$ cat src/rtl/regbank_wb_queue.sv
// Write-back queue in front of the 16-entry register bank: two producers, one bank write port, r15 writes dropped.
// Define REGBANK_WBQ_FWD_EN to build the pending-result lookup port; otherwise fwd_hit/fwd_data are tied low.
module regbank_wb_queue #(
    parameter int BUS   = 32,
    parameter int DIR   = 4,
    parameter int DEPTH = 4
) (
    input  logic                     clk,
    input  logic                     rst_n,
    input  logic                     alu_valid,
    input  logic [DIR-1:0]           alu_rd,
    input  logic [BUS-1:0]           alu_data,
    output logic                     alu_ready,
    input  logic                     ld_valid,
    input  logic [DIR-1:0]           ld_rd,
    input  logic [BUS-1:0]           ld_data,
    output logic                     ld_ready,
    output logic [DIR-1:0]           rd_o,
    output logic [BUS-1:0]           wb_o,
    output logic                     we_o,
    input  logic [DIR-1:0]           fwd_addr,
    output logic                     fwd_hit,
    output logic [BUS-1:0]           fwd_data,
    output logic                     err_o,
    output logic [$clog2(DEPTH):0]   count_o
);
    localparam int PW = $clog2(DEPTH);
    localparam int CW = PW + 1;
    localparam logic [DIR-1:0] PC_REG = '1;

    typedef struct packed {
        logic [DIR-1:0] rd;
        logic [BUS-1:0] data;
    } entry_t;

    entry_t         r_mem [DEPTH];
    logic [PW-1:0]  r_wr_ptr;
    logic [PW-1:0]  r_rd_ptr;
    logic [CW-1:0]  r_count;
    entry_t         r_out;
    logic           r_we;
    logic           r_err;

    logic           w_alu_acc;
    logic           w_ld_acc;
    logic           w_alu_push;
    logic           w_ld_push;
    logic           w_pop;
    logic [1:0]     w_push_cnt;

    // Ready looks only at registered occupancy, so a full queue never accepts even while draining.
    assign alu_ready  = r_count < CW'(DEPTH);
    assign ld_ready   = alu_valid ? (r_count < CW'(DEPTH - 1)) : (r_count < CW'(DEPTH));

    assign w_alu_acc  = alu_valid && alu_ready;
    assign w_ld_acc   = ld_valid && ld_ready;
    assign w_alu_push = w_alu_acc && (alu_rd != PC_REG);
    assign w_ld_push  = w_ld_acc && (ld_rd != PC_REG);
    assign w_pop      = r_count != '0;
    assign w_push_cnt = {1'b0, w_alu_push} + {1'b0, w_ld_push};

    // NOTE: sequential state uses non-blocking assignments so every register samples pre-edge values.
    always_ff @(posedge clk or negedge rst_n) begin
        if (!rst_n) begin
            r_wr_ptr <= '0;
            r_rd_ptr <= '0;
            r_count  <= '0;
            r_out    <= '0;
            r_we     <= 1'b0;
            r_err    <= 1'b0;
        end else begin
            r_wr_ptr <= r_wr_ptr + PW'(w_push_cnt);
            r_rd_ptr <= r_rd_ptr + PW'(w_pop);
            r_count  <= r_count + CW'(w_push_cnt) - CW'(w_pop);
            r_we     <= w_pop;
            if (w_pop) begin
                r_out <= r_mem[r_rd_ptr];
            end
            if ((w_alu_acc && !w_alu_push) || (w_ld_acc && !w_ld_push)) begin
                r_err <= 1'b1;
            end
        end
    end

    // NOTE: storage has no reset; occupancy and pointers alone decide which slots are meaningful.
    always_ff @(posedge clk) begin
        if (w_alu_push) begin
            r_mem[r_wr_ptr] <= '{rd: alu_rd, data: alu_data};
        end
        if (w_ld_push) begin
            r_mem[r_wr_ptr + PW'(w_alu_push)] <= '{rd: ld_rd, data: ld_data};
        end
    end

    assign rd_o    = r_out.rd;
    assign wb_o    = r_out.data;
    assign we_o    = r_we;
    assign err_o   = r_err;
    assign count_o = r_count;

`ifdef REGBANK_WBQ_FWD_EN
    // Output register is lowest priority; FIFO entries are scanned oldest to youngest so the youngest wins.
    // NOTE: every combinational output gets a default first so no latch is inferred.
    always_comb begin
        fwd_hit  = 1'b0;
        fwd_data = '0;
        if (r_we && (r_out.rd == fwd_addr)) begin
            fwd_hit  = 1'b1;
            fwd_data = r_out.data;
        end
        for (int k = DEPTH - 1; k >= 0; k--) begin
            if ((CW'(k) < r_count) && (r_mem[r_wr_ptr - PW'(k + 1)].rd == fwd_addr)) begin
                fwd_hit  = 1'b1;
                fwd_data = r_mem[r_wr_ptr - PW'(k + 1)].data;
            end
        end
    end
`else
    logic w_unused_fwd_addr;
    assign w_unused_fwd_addr = ^fwd_addr;
    assign fwd_hit           = 1'b0;
    assign fwd_data          = '0;
`endif

endmodule
$ cat config.mk
export PLATFORM = sky130hd
export DESIGN_NAME = regbank_wb_queue
export DESIGN_NICKNAME = d
export VERILOG_FILES = /design/src/rtl/regbank_wb_queue.sv
export SDC_FILE = /design/constraint.sdc
export NUM_CORES = 1
export LEC_CHECK = 0
export CAP_MARGIN = 20
export CORE_ASPECT_RATIO = 2
export CORE_UTILIZATION = 40
export DETAILED_ROUTE_END_ITERATION = 12
export PLACE_DENSITY = 0.67
export REMOVE_ABC_BUFFERS = 1
export SETUP_SLACK_MARGIN = 0.1
export SYNTH_ARGS = -nofsm -noshare
export SYNTH_HDL_FRONTEND = slang
export SYNTH_SLANG_ARGS = --single-unit
$ cat constraint.sdc
create_clock -name clk -period 4.85 [get_ports clk]
set_input_delay 0.97 -clock clk [delete_from_list [all_inputs] [get_ports clk]]
set_output_delay 0.97 -clock clk [all_outputs]
set_load 0.005 [all_outputs]
* Yosys cells after proc, flatten, opt, wreduce, memory -nomap -nowiden
Memory sizes are Yosys's and may differ from the RTL's. A register that Yosys moved wholly into a read port is not among the register bits.
Index checks and enable logic that the tools add are counted.
** Word-level totals
- Output and inout port bits :: 76
- Memories kept :: 1
- Memory bits (writable) :: 144
- Word-level logic and storage cells :: 32
- Flip-flop bits (word level) :: 9
- Input bits :: 80
** Cells by class
- Order comparisons :: 2
- Muxes and demuxes :: 5
- Reductions and logical operators :: 11
- Eq/ne operators :: 2
- $add $sub $neg :: 6
** Memory list
- r_mem :: depth 4, bits a word 36, read ports 1, clocked after Yosys merged registers in 1, write ports 2, line 36 : entry_t r_mem [DEPTH];
** Operators by type and width (count)
- $ne A4 B4 Y1 const B :: 2
- $logic_and A1 B1 Y1 :: 6
- $mux W1 :: 5
- $add A2 B1 Y2 :: 2
- $add A3 B2 Y3 :: 1
- $logic_not A1 Y1 :: 3
- $lt A3 B2 Y1 const B :: 1
- $lt A3 B3 Y1 const B :: 1
- $reduce_bool A3 Y1 :: 1
- $sub A3 B1 Y3 :: 1
- $add A1 B1 Y2 :: 1
- $add A2 B2 Y2 :: 1
- $logic_or A1 B1 Y1 :: 1

* Logic depth before layout (Yosys ltp)
Gate-level depths: netlist (run 1).
- Depth in word-level cells :: 7
- Depth in mapped cells :: 12

* Least setup slack after synthesis (run 1)
OpenSTA, ideal clock, no wires.
- Path type :: input -> register
- Start point :: input alu_rd[3]
- End point :: memory r_mem[0][0] (netlist bit) (enable)
- Path buffers :: 0
- Stages :: 2
- Arrival :: 4.959 ns
- Slack :: -0.639 ns
- Path through :: and4_1 > o41ai_1
** RTL lines
- start: declaration :: line 11 : input logic [DIR-1:0] alu_rd,
- end: declaration :: line 36

==> flow_summary.toml, run 1 <==
[power]
pwr-share-seq = 0.419
total_power_uw = 6540
combPwrFrac = 0.368
p_leak_uw = 0.00409
internal-power_uw = 4580
swShare = 0.299
p_sw_uw = 1960
power_per_cell_area_nw_per_um2 = 573
pwr-share-clk = 0.212
ir_drop_v = 0.000269

[sta]
min_period_over_period = 0.758
setup_viol = 0
rsz0062_at_grt = "no"
skew_ns = 0.00702
max_freq_mhz = 272
slew_violations = 0
slew_headroom = 0.277
post-route-min-period_ns = 3.68
worst_pin_slew_ns = 1.09
hold_viol_final = 0

[worst_setup_path]
critical_path.cell_chain = "clkdlybuf4s50_1, and4_1, nor2_1, ha_1, nor3b_2, nand4_4, buf_4, mux2_2"
cp.arrival_ns = 3.87
worstPathMaxFanout = 30
cpPeakStageDelay_ns = 0.63
crit_type = "in2reg"
cp_slowest_cell = "clkdlybuf4s50_1"
cp-start-kind = "primary input"
crit_required_ns = 5.04
crit_path_end_kind = "register"

[global_routing]
grt_pass1_vias = 5628
overflow = 0
use_met2 = 0.340
grt_max_degree = 46
grt-busiest-layer = "met2"
gr-usage-met3 = 0.0391
grt_pass1_wl_um = 31400
track_usage = 0.186
antenna_found_initial = 3
grt_use_met1 = 0.190

[placed_design]
dp_hpwl_um = 12700
routabilityCongestion = 0.757
dp_cells = 897
place_area_sq_um = 10800
io_buffers = 118

[finish]
layout_common_cells = "144 x edfxtp_1, 118 x mux2_2, 117 x clkdlybuf4s50_1"
area_growth_pct = 21.9
final_area_sq_um = 11400
final_nets = 724
layout.cells.most_common = "edfxtp_1"
drive_gt1_frac = 0.422
instances_no_fill = 932
final_util = 0.500
seq_area_sq_um = 5450
multi_input_area_sq_um = 3620
fillers = 1929

[synth]
ys_ff_latch = 189
synthesis.area_sq_um = 9360
syn_inst = 510
yosysTopAreaCell = "edfxtp_1"
synth_area_leaders = "edfxtp_1 46%, mux2_2 14%, dfrtp_1 12%"
avgSynthCellArea_sq_um = 18.3
yosysSeqAreaShare = 0.582
ys.warnings.count = 0
ys_types = 36
synth_top_area_frac = 0.462

[clocking]
cts_tree = "built"
cts_root_buffer = "clkbuf_16"
numCtsBuffers = 17
clock_path_buffers = 2
clk_latency_ns = 0.44
cts_setup_buffers = 0
hold_buffers = 0
htree_num_levels = 4
postCtsResizedCells = 0
clk_pin_slew_ns = 0.06
cts_num_sinks = 189

[outcome]
status = "complete, no violations"

[die]
rows = 78
coreArea_sq_um = 22800
dieArea_sq_um = 24000
die-height_um = 218
ios = 156
start_util = 0.410
die_w_um = 110

[route]
ant_nets = 0
routed_wl_um = 20500
viasPerCell = 5.37
drtPass1Iterations = 4
vias = 5006
drcViolationCount = 0
dr.first_iter.drc_count = 173
detail_route.wl_per_cell_um = 22.0

[min_path]
min_path_type = "reg2reg"

[job]
cap_violations = 0
[state kept, by name, indices dropped and copies added, names as in the netlist]
signal	cells
count_o	3
r_mem	144
r_rd_ptr	2
r_wr_ptr	2
err_o	1
we_o	1
wb_o	32
rd_o	4
[power groups by stage]
| stage | Clock, uW | Sequential (uW) | Combinational (uW) |
|---|---|---|---|
| 2_1_floorplan | 0 | 2720 | 1460 |
| 3_3_place_gp | 0 | 2760 | 2400 |
| 3_5_place_dp | 0 | 2790 | 2450 |
| 4_1_cts | 1420 | 2760 | 2460 |
| 5_1_grt | 1470 | 2810 | 2600 |
| 6_report | 1390 | 2740 | 2410 |
[Yosys cell counts, drive strengths merged]
cell type and number:
nor3b 1, nand3 2, a31oi 1, conb 1
inv 9, xnor2 5, mux4 36, clkbuf 3
ha 7, edfxtp 144, nand4 3, and4 2
nand2b 1, dfrtp 45, nor4 2, a31o 2
o41ai 2, xor2 2, o21ai 1, mux2 180
and3 1, buf 54, nand3b 1, nor2 3
fa 1, nor3 1
[logic make-up after synthesis]
| family | count (synthesis) | share of synthesized area |
|---|---|---|
| AO/OA/AOI/OAI | 6 | 0.00495 |
| XOR/XNOR | 7 | 0.00816 |
| adder cells (fa/ha/maj) | 8 | 0.0115 |
| buffers and inverters | 66 | 0.0464 |
| flip-flops | 189 | 0.582 |
| multiplexers | 216 | 0.327 |
| other | 1 | 0.000401 |
| AND/OR/NAND/NOR | 17 | 0.0197 |
[final timing paths]
check / startpoint / endpoint / slack (ns) / cells after the start
setup / recovery: alu_rd[2] / r_mem[0][1] / 1.17 / 8
hold / removal: err_o / err_o / 0.49 / 2
setup reg to reg: count_o[2] / r_mem[0][1] / 1.88 / 7
hold reg to reg: err_o / err_o / 0.49 / 2
max in group asynchronous: rst_n / r_rd_ptr[1] / 3.69 / 2
min in group asynchronous: rst_n / wb_o[25] / 0.65 / 2
[worst max-delay path, delay by kind of cell]
family	cells	cell delay [ns]
multiplexers	1	0.35
buffers and inverters	2	1.01
adder cells (fa/ha/maj)	1	0.35
AND/OR/NAND/NOR	4	1.14
[per-layer routing]
layer / wire length, um / vias to the layer above / share of wire
li1: - / 2186 / -
met1: 7320 / 2611 / 0.36
met2: 11700 / 165 / 0.57
met3: 805 / 44 / 0.039
met4: 710 / 0 / 0.035
met5: 0 / - / 0
[area by class of cell]
class,count,area share
timing repair buffer,132,0.119
clock buffer,19,0.0388
multi-input combinational,287,0.318
tap,280,0.0307
inverter,9,0.00296
sequential,189,0.478
clock inverter,13,0.0124
antenna,3,0.000658
[through the flow]
step	setup TNS [ns]	setup slack (ns)	hold slack (ns)
2_1_floorplan	-46.00	-0.639	0.467
3_3_place_gp	0	0.775	0.489
3_5_place_dp	0	0.747	0.480
4_1_cts	0	1.20	0.500
5_1_grt	0	1.07	0.518
6_report	0	1.17	0.491
(Power assumes the default switching activity.)
==> inputs of run 2 (changes only) <==
--- a/config.mk
+++ b/config.mk
@@ -9,7 +9,7 @@
 export CORE_ASPECT_RATIO = 2
 export CORE_UTILIZATION = 40
 export DETAILED_ROUTE_END_ITERATION = 12
-export PLACE_DENSITY = 0.67
+export PLACE_DENSITY = 0.65
 export REMOVE_ABC_BUFFERS = 1
 export SETUP_SLACK_MARGIN = 0.1
 export SYNTH_ARGS = -nofsm -noshare
==> constraint.sdc (replaced) <==
create_clock -name clk -period 3.6 [get_ports clk]
set_input_delay 0.72 -clock clk [delete_from_list [all_inputs] [get_ports clk]]
set_output_delay 0.72 -clock clk [all_outputs]
set_load 0.005 [all_outputs]
==> run 2 against run 1 <==
  * Final cell count increased by 1.5%
  * Via count increased by 1.1%
  * Sequential power increased by 34%
  * Sequential share of layout area decreased by 0.91 points
  * Clock-buffer cell count decreased by 1
  * Combinational power increased by 41%
  * Final area increased by 1.9%
  * Highest routed layer unchanged
==> flow_summary.toml, run 2 (synthesis results as in run 1) <==
[sta]
hold_viol_final = 0
slew_headroom = 0.255
setup_viol = 0
max_freq_mhz = 329
post-route-min-period_ns = 3.03
worst_pin_slew_ns = 1.12
slew_violations = 0
rsz0062_at_grt = "no"
skew_ns = 0.00900
fin_tns_setup_ns = 0
min_period_over_period = 0.843

[placed_design]
io_buffers = 118
dp_hpwl_um = 13500
routabilityCongestion = 0.751

[finish]
layout_common_cells = "144 x edfxtp_1, 118 x mux2_2, 117 x clkdlybuf4s50_1"
layout.cells.most_common = "edfxtp_1"
drive_gt1_frac = 0.437
area_growth_pct = 24.3
regMostFlops = "r_mem"
antennaDiodeCount = 0
final_nets = 741
largest_reg_flops = 144

[clocking]
cts_root_buffer = "clkbuf_16"
postCtsResizedCells = 0
clk_pin_slew_ns = 0.07
cts_num_sinks = 189
clock_path_buffers = 2
clk_latency_ns = 0.45
numCtsBuffers = 17
hold_buffers = 0
htree_num_levels = 4
cts_tree = "built"
cts_setup_buffers = 0

[power]
power_per_cell_area_nw_per_um2 = 772
total_power_uw = 8970
ir_drop_v = 0.000385
p_leak_uw = 0.00421

[global_routing]
grt_pass1_wl_um = 32100
overflow = 0
grt_max_degree = 38
antenna_found_initial = 0
track_usage = 0.189
grt_pass1_vias = 5544

[die]
ios = 156
die-height_um = 218
rows = 78
die_w_um = 110
dieArea_sq_um = 24000
start_util = 0.410
coreArea_sq_um = 22800

[route]
drtPass1Iterations = 4
drcViolationCount = 0
vias = 5061
ant_nets = 0
dr.first_iter.drc_count = 209
detail_route.wl_per_cell_um = 22.0
viasPerCell = 5.35
routed_wl_um = 20800

[worst_setup_path]
crit_path_end_kind = "register"
worstPathMaxFanout = 30
cp.arrival_ns = 3.23
cp-start-kind = "primary input"
crit_required_ns = 3.80
crit_type = "in2reg"

[outcome]
status = "complete, no violations"

[job]
cap_violations = 0

[min_path]
min_path_type = "in2async"
## run 2: path summary, 6_finish.rpt
check / from / to / slack, ns / depth (start not counted)
setup / recovery: alu_rd[1] / r_mem[0][2] / 0.57 / 8
hold / removal: rst_n / err_o / 0.35 / 1
setup reg to reg: count_o[2] / r_mem[0][2] / 0.91 / 7
hold reg to reg: err_o / err_o / 0.50 / 2
max in group asynchronous: rst_n / wb_o[12] / 2.46 / 2
min in group clk: err_o / err_o / 0.50 / 2
## run 2: layer usage
layer | routed length (um) | vias to the layer above | track usage
met2 | 12100 | 156 | 0.353
met3 | 774 | 29 | 0.0397
li1 | - | 2224 | -
met5 | 0 | - | 0
met1 | 7430 | 2652 | 0.201
met4 | 457 | 0 | 0.0728
## run 2: stage by stage
stage | cells | instance area, sq um | hold slack (ns) | setup WS, ns | util
detailed placement | 914 | 11000 | 0.480 | 0.115 | 0.484
global placement | 914 | 11000 | 0.482 | 0.157 | 0.484
global route | 946 | 11600 | 0.395 | 0.421 | 0.509
finish | 946 | 11600 | 0.346 | 0.565 | 0.509
floorplan | 485 | 9080 | 0.424 | -1.64 | -
CTS | 946 | 11600 | 0.359 | 0.587 | 0.509
## run 2: power breakdown
group          total (uW)  switching, uW  internal (uW)
sequential           3670            449           3220
clock                1890            857           1040
combinational        3410           1370           2040
total                8970           2680           6290
## run 2: critical path, stage by stage
cell             delay (ns)
clkdlybuf4s50_1        0.57
and4_1                 0.26
nor2_1                 0.07
ha_1                   0.34
nor3b_2                0.38
nand4_4                0.27
buf_12                 0.26
mux2_2                 0.31
## run 2: final cells by class
cell class	instances	area (sq um)
multi-input cells	287	3620
well taps	280	350
fillers	1898	11200
flip-flops and latches	189	5450
clock buffers	18	429
repair buffers	149	1580
inverters	9	33.8
clock inverters	14	156
==> inputs of run 3 (changes only) <==
==> constraint.sdc (replaced) <==
create_clock -name clk -period 3 [get_ports clk]
set_input_delay 0.6 -clock clk [delete_from_list [all_inputs] [get_ports clk]]
set_output_delay 0.6 -clock clk [all_outputs]
set_load 0.005 [all_outputs]
==> run 3 against run 2 <==
  * Critical path type unchanged
  * Highest routed layer unchanged
  * Worst setup slack got worse by 0.36 ns
  * Global-route usage is 0.38 points higher
  * Non-clock buffer count increased by 20
  * Critical endpoint is now r_mem[1][15]
==> flow_summary.toml, run 3 (synthesis results as in run 1) <==
[die]
rows = 78
ios = 156
dieArea_sq_um = 24000
die_w_um = 110
start_util = 0.410
coreArea_sq_um = 22800
die-height_um = 218

[sta]
whs_ns = 0.292
setup_slack_ns = 0.201
slew_headroom = 0.523
skew_ns = 0.0107
max_freq_mhz = 357
worst_pin_slew_ns = 0.716
hold_viol_final = 0
post-route-min-period_ns = 2.80
min_period_over_period = 0.933
slew_violations = 0
setup_viol = 0
rsz0062_at_grt = "no"

[worst_setup_path]
cp_slowest_cell = "clkdlybuf4s50_1"
crit_type = "in2reg"
cp-start-kind = "primary input"
crit_required_ns = 3.20
critical_path.cell_chain = "clkdlybuf4s50_1, and4_1, nor2_1, ha_1, nand3b_4, nor4_4, buf_12, buf_4, mux2_4"
worstPathMaxFanout = 12
cpPeakStageDelay_ns = 0.48
crit_path_end_kind = "register"
cp.arrival_ns = 3.00

[placed_design]
routabilityCongestion = 0.744
dp_hpwl_um = 14600
place_worst_setup_slack_ns = -0.251
io_buffers = 118

[clocking]
clock_path_buffers = 2
htree_num_levels = 4
cts_setup_buffers = 0
hold_buffers = 0
cts_num_sinks = 189
cts_tree = "built"
clk_latency_ns = 0.45
cts_root_buffer = "clkbuf_16"
postCtsResizedCells = 0
clk_pin_slew_ns = 0.07
numCtsBuffers = 17

[route]
drtPass1Iterations = 4
drcViolationCount = 0
vias = 5012
detail_route.wl_per_cell_um = 22.0
ant_nets = 0
routed_wl_um = 21300
viasPerCell = 5.17
dr.first_iter.drc_count = 153

[finish]
drive_gt1_frac = 0.453
layout_common_cells = "144 x edfxtp_1, 118 x mux2_2, 117 x clkdlybuf4s50_1"
area_growth_pct = 27.0
regMostFlops = "r_mem"
final_nets = 761
layout.cells.most_common = "edfxtp_1"
largest_reg_flops = 144

[power]
p_leak_uw = 0.00435
power_per_cell_area_nw_per_um2 = 923
ir_drop_v = 0.000438

[global_routing]
grt_pass1_wl_um = 32400
grt_max_degree = 46
track_usage = 0.193
overflow = 0
antenna_found_initial = 3
grt_pass1_vias = 5718

[job]
cap_violations = 0

[min_path]
min_path_type = "in2async"

[outcome]
status = "complete, no violations"
## run 3: stage by stage
stage | cell area, sq um | TNS (ns) | utilization | std cells | power (uW)
global route | 11900 | 0 | 0.520 | 969 | 11500
detailed placement | 11300 | -37.55 | 0.493 | 934 | 8810
CTS | 11900 | 0 | 0.520 | 966 | 11100
finish | 11900 | 0 | 0.520 | 969 | 11000
floorplan | 9080 | -313.63 | - | 485 | 6760
global placement | 11300 | -26.87 | 0.493 | 934 | 8670
## run 3: layer usage
| layer | vias up | routed length, um | track usage | share of wire |
|---|---|---|---|---|
| li1 | 2264 | - | - | - |
| met3 | 36 | 615 | 0.0304 | 0.029 |
| met4 | 0 | 771 | 0.0969 | 0.036 |
| met5 | - | 0 | 0 | 0 |
| met2 | 145 | 12600 | 0.372 | 0.59 |
| met1 | 2567 | 7390 | 0.190 | 0.35 |
## run 3: final timing paths
path / startpoint / to / slack [ns] / cells after the start
worst min register to register: wb_o[6] / wb_o[6] / 0.51 / 1
worst min-delay path: rst_n / we_o / 0.29 / 2
max in group asynchronous: rst_n / r_rd_ptr[1] / 2.20 / 2
worst max register to register: count_o[2] / r_mem[1][15] / 0.35 / 8
min in group clk: wb_o[6] / wb_o[6] / 0.51 / 1
worst max-delay path: alu_rd[3] / r_mem[1][15] / 0.20 / 9
## run 3: critical path: cells and delay by family
| family | cells | cell delay (ns) |
|---|---|---|
| buf+inv | 3 | 0.91 |
| simple gates | 4 | 0.80 |
| fa+ha+maj | 1 | 0.36 |
| mux | 1 | 0.32 |
## run 3: report_power, final
part,switching (uW),total (uW),internal [uW]
combinational,1830,4390,2560
clock,1020,2330,1310
sequential,394,4260,3860
## run 3: layout make-up
class | count | area (sq um)
diodes | 3 | 7.51
clock buffers | 22 | 474
clock inverters | 10 | 131
fillers | 1871 | 11000
inverters | 9 | 33.8
multi-input cells | 287 | 3620
flip-flops and latches | 189 | 5450
well taps | 280 | 350
repair buffers | 169 | 1810
